### src/rtl/regfile_scoreboard.sv
// regfile_scoreboard
//   Integer register file for the RV32I core, with a per-register scoreboard.
//   Decode/issue reads its operands and reserves destination registers.
//   Writeback writes the results and clears the reservations.
//   Register 0 always reads as zero, and its busy bit is always zero.
//
// Ports
//   i_clk, i_rst_n     clock; asynchronous active-low reset
//   i_rd_addr          NRP read addresses, port k at [k*AW +: AW]
//   o_rd_data          NRP read data words, port k at [k*XLEN +: XLEN] (combinational)
//   o_rd_busy          per-port pending-write flag (combinational)
//   i_wr_en/addr/data  writeback port
//   i_rsv_en/addr      destination reservation request
//   o_rsv_ready        reservation can be accepted this cycle (independent of i_rsv_en)
//   o_busy_vec         raw scoreboard state
module regfile_scoreboard #(
    parameter int XLEN   = 32,
    parameter int NREGS  = 32,
    parameter int AW     = 5,
    parameter int NRP    = 2,
    parameter int BYPASS = 1
) (
    input  logic                 i_clk,
    input  logic                 i_rst_n,
    input  logic [NRP*AW-1:0]    i_rd_addr,
    output logic [NRP*XLEN-1:0]  o_rd_data,
    output logic [NRP-1:0]       o_rd_busy,
    input  logic                 i_wr_en,
    input  logic [AW-1:0]        i_wr_addr,
    input  logic [XLEN-1:0]      i_wr_data,
    input  logic                 i_rsv_en,
    input  logic [AW-1:0]        i_rsv_addr,
    output logic                 o_rsv_ready,
    output logic [NREGS-1:0]     o_busy_vec
);

    logic [XLEN-1:0]  regs_q [NREGS];
    logic [NREGS-1:0] busy_q, busy_d;
    logic             wr_ok, rsv_acc;

    // A writable register: not x0, and inside the implemented range.
    // Addresses at or above NREGS only exist when NREGS is not a power of two.
    function automatic logic live_addr(input logic [AW-1:0] a);
        return (a != '0) && (32'(a) < 32'(NREGS));
    endfunction

    assign wr_ok = i_wr_en && live_addr(i_wr_addr);

    // A reservation is refused only on a live register that is still busy.
    // The exception is a register that writeback completes in this same cycle.
    always_comb begin
        o_rsv_ready = 1'b1;
        if (live_addr(i_rsv_addr) && busy_q[i_rsv_addr] &&
            !(i_wr_en && (i_wr_addr == i_rsv_addr)))
            o_rsv_ready = 1'b0;
    end

    assign rsv_acc = i_rsv_en && o_rsv_ready && live_addr(i_rsv_addr);

    // The reservation is applied after the write.
    // When both hit the same register, the new reservation therefore wins.
    always_comb begin
        busy_d = busy_q;
        if (wr_ok)   busy_d[i_wr_addr]  = 1'b0;
        if (rsv_acc) busy_d[i_rsv_addr] = 1'b1;
        busy_d[0] = 1'b0;
    end

    always_ff @(posedge i_clk or negedge i_rst_n) begin
        if (!i_rst_n) begin
            busy_q <= '0;
            for (int r = 0; r < NREGS; r++) regs_q[r] <= '0;
        end else begin
            busy_q <= busy_d;
            if (wr_ok) regs_q[i_wr_addr] <= i_wr_data;
        end
    end

    assign o_busy_vec = busy_q;

    for (genvar k = 0; k < NRP; k++) begin : g_rd
        logic [AW-1:0]   addr;
        logic [XLEN-1:0] data;
        logic            busy;

        assign addr = i_rd_addr[k*AW +: AW];

        // Storage is already cleared asynchronously, but the bypass path is not.
        // Gating on i_rst_n keeps every read at zero while reset is held.
        always_comb begin
            data = '0;
            busy = 1'b0;
            if (i_rst_n && live_addr(addr)) begin
                if (BYPASS != 0 && i_wr_en && (i_wr_addr == addr)) begin
                    data = i_wr_data;
                end else begin
                    data = regs_q[addr];
                    busy = busy_q[addr];
                end
            end
        end

        assign o_rd_data[k*XLEN +: XLEN] = data;
        assign o_rd_busy[k]              = busy;
    end

endmodule

### config.mk
export PLATFORM = sky130hd
export DESIGN_NAME = regfile_scoreboard
export DESIGN_NICKNAME = d
export VERILOG_FILES = /design/src/rtl/regfile_scoreboard.sv
export SDC_FILE = /design/constraint.sdc
export NUM_CORES = 2
export LEC_CHECK = 0
export BUFFER_PORTS_ARGS = -buffer_cell sky130_fd_sc_hd__buf_2
export CAP_MARGIN = 20
export CELL_PAD_IN_SITES_DETAIL_PLACEMENT = 0
export CELL_PAD_IN_SITES_GLOBAL_PLACEMENT = 1
export CORE_AREA = 2 2 343 345
export CTS_CLUSTER_DIAMETER = 100
export DETAILED_ROUTE_END_ITERATION = 8
export DIE_AREA = 0 0 345 347
export PLACE_DENSITY = 0.76
export SYNTH_ARGS = -nofsm -noshare
export SYNTH_HDL_FRONTEND = slang
export SYNTH_SLANG_ARGS = --single-unit
export TNS_END_PERCENT = 30
### constraint.sdc
create_clock -name i_clk -period 4.6 [get_ports i_clk]
set_input_delay 0.92 -clock i_clk [delete_from_list [all_inputs] [get_ports i_clk]]
set_output_delay 0.92 -clock i_clk [all_outputs]
set_load 0.02 [all_outputs]
==> metrics <==
TritonCTS Sinks 1055; Die W 345 um; Final Non-Filler Cells 5612; main flop type after synthesis dfrtp_1; vias in the first global route 38245; share of cells above drive strength 1 0.517; Final Power 27.8 mW; Synth Area per Inst 14.5 um2; Root Buffer clkbuf_16; gr ovfl total 0; Post-Synth Adder-Cell Area 0; main combinational cell family by area after synthesis multiplexers; Max Clock Skew 0.0137 ns; Detail Route Antenna Nets 0; RePlAce Congestion 0.841; Cell Rows 125; Critical Path AT 3.54 ns; Peak Freq 0.224 GHz; maximum vdd drop 0.355 mV; final setup fails 0; Tmin final 4.46 ns; H-Tree Depth 3; first-pass GRT wire length 259000 um; via count 37693; vias per cell 6.72; Final Util 0.557; RSZ-0062 raised after global routing no; Synth top area share 0.459; initial core utilization 0.497; DRT Wirelength 174000 um; PwrDens 431 nW/um2; post-synthesis compound-gate area fraction 0.0607; total track usage 0.290; Synthesis Warnings 0; # nets final 4049; Netlist cell types 60; area delta synth->final 12.2%; Post-route DRC 0; Post-Synth Simple-Gate Area 0.0170; Mapped Area 57500 um2; number of flops mapped to enable cells by yosys 0; Lkg Pwr 28.5 nW; Worst Max-Slew Pin Slew 1.20 ns; DRT Pass-1 Iters 8; Clock Latency Late Sink 0.73 ns; die area 120000 um2; post-synthesis async set-or-reset flop share 1.00; startpoint types input port; Period Utilization, post-route 0.969; CTS tree built; First DRT Iteration DRCs 3554; largest net degree at the start of global routing 164; number of max-cap violations 0; Synth Area in XOR/XNOR 0.00229; top post-synthesis cells by area dfrtp_1 (46%), mux2_2 (21%), mux4_2 (18%), mux2i_1 (3.7%), clkbuf_1 (1.8%); die height 347 um; number of buffers created by CTS 113; initial antenna violation count 6; Cells after Synth 3975; HPWL after DPL 106000 um; number of port buffers 153; status finished clean; CP Capture Type output pin; Cell Count Post-Placement 5400; Syn Nets 4031; slew margin rel. 0.196; Crit Path Max Fanout 10; Worst Path Class, Setup input port to output pin; final setup TNS 0 ns; CTS Buffer Depth 3; Yosys top cell by area dfrtp_1; I/O Pins 155; multiplexer share of the synthesized area 0.425; sequential fraction of the synthesis area 0.459; Reg clk slew, reported paths 0.06 ns; Core Area 116000 um2; routed wire length per instance 31.0 um; Yosys reg bits 1055; Max Slew Vio Count 0; final hold vios 0; Worst Hold Class flip-flop to flip-flop; required time worst endpoint 3.68 ns; Fillers 9345
## final timing paths
check | from | endpoint | slack (ns) | cells after the start
setup / recovery | i_rst_n | o_rd_data[37] | 0.14 | 8
setup reg to reg | o_busy_vec[18] | o_busy_vec[19] | 2.07 | 6
max in group asynchronous | i_rst_n | regs_q[551] | 1.33 | 5
min in group asynchronous | i_rst_n | regs_q[990] | 0.59 | 2
hold reg to reg | regs_q[1000] | regs_q[1000] | 0.39 | 0
hold / removal | regs_q[1000] | regs_q[1000] | 0.39 | 0
## cell usage in the layout (no fill, tap or decap), drive strengths merged, types with 4 or more instances in the layout
master	Yosys	final
nand2	43	43
dfrtp	1055	1055
buf	172	353
o211ai	4	4
a211o	30	30
o22ai	5	5
nor4	6	6
clkbuf	280	168
mux2	1059	1059
inv	9	12
nand3	12	12
a221oi	64	64
nor3b	5	5
a2111oi	4	4
xor2	12	12
a22o	8	8
clkinvlp	0	7
and3	32	32
nor2	64	65
mux2i	215	215
clkinv	0	19
a32oi	31	31
a21oi	102	102
mux4	460	460
bufinv	0	11
nand3b	6	6
a22oi	62	62
nand2b	5	5
or2	4	4
o221ai	5	5
o21a	31	31
o21ai	128	128
o21bai	30	30
## synthesized netlist by cell type, drive strengths merged (30+ instances only)
| library cell | count |
|---|---|
| mux2 | 1059 |
| a221oi | 64 |
| and3 | 32 |
| nor2 | 64 |
| o21bai | 30 |
| a22oi | 62 |
| mux4 | 460 |
| o21ai | 128 |
| a211o | 30 |
| o21a | 31 |
| buf | 172 |
| nand2 | 43 |
| a21oi | 102 |
| dfrtp | 1055 |
| clkbuf | 280 |
| a32oi | 31 |
| mux2i | 215 |
## state kept, by name, summed over array words and instances (netlist names)
| signal | cells |
|---|---|
| o_busy_vec | 31 |
| regs_q | 1024 |
## through the flow
step                hold WS [ns]  cell area (um2)  worst slack, ns
detailed placement         0.384            60500            0.248
finish                     0.394            64500            0.144
global route               0.404            64500            0.138
CTS                        0.397            64500           0.0478
global placement           0.376            60500           -0.332
floorplan                  0.441            57500            0.524
## power breakdown
part	internal, mW	switching (mW)
clock	5.73	3.93
sequential	11.0	1.34
combinational	3.38	2.37
## final cells by class
class	instances	area, um2	share of cell area
multi-input cells	2460	29300	0.454
flip-flops and latches	1055	26400	0.409
clock buffers	168	3410	0.0529
repair buffers	354	2910	0.0451
well taps	1524	1910	0.0296
clock inverters	40	546	0.00846
inverters	9	33.8	0.000524
diodes	2	5.00	0.0000776
## critical path, cell delays in order
cell and delay, ns:
dlygate4sd3_1 0.57, buf_8 0.17, o41ai_2 0.10, buf_4 0.18, nor2_2 0.92, and3_1 0.35
a211o_1 0.13, buf_2 0.16
## layer usage
metal / GRT usage / share of wire / vias up
met1: 0.400 / 0.42 / 20349
met5: 0 / 0 / -
met3: 0.0432 / 0.064 / 380
met2: 0.467 / 0.48 / 1487
li1: - / - / 15477
met4: 0.112 / 0.042 / 0
## cells by family (layout without fill, tap and decap cells)
group,Yosys count,count (layout)
AO/OA/AOI/OAI,515,515
buffers and inverters,461,571
other,1,3
AND/OR/NAND/NOR,194,195
flip-flops,1055,1055
multiplexers,1734,1734
XOR/XNOR,15,15
## timing repair
action                     4_1_cts  5_1_grt
setup endpoints to repair        0        2
resized for setup                0        0
buffers inserted                 0        0
hold endpoints to repair         2        0
hold buffers                     1        0
(Power assumes the default switching activity.)
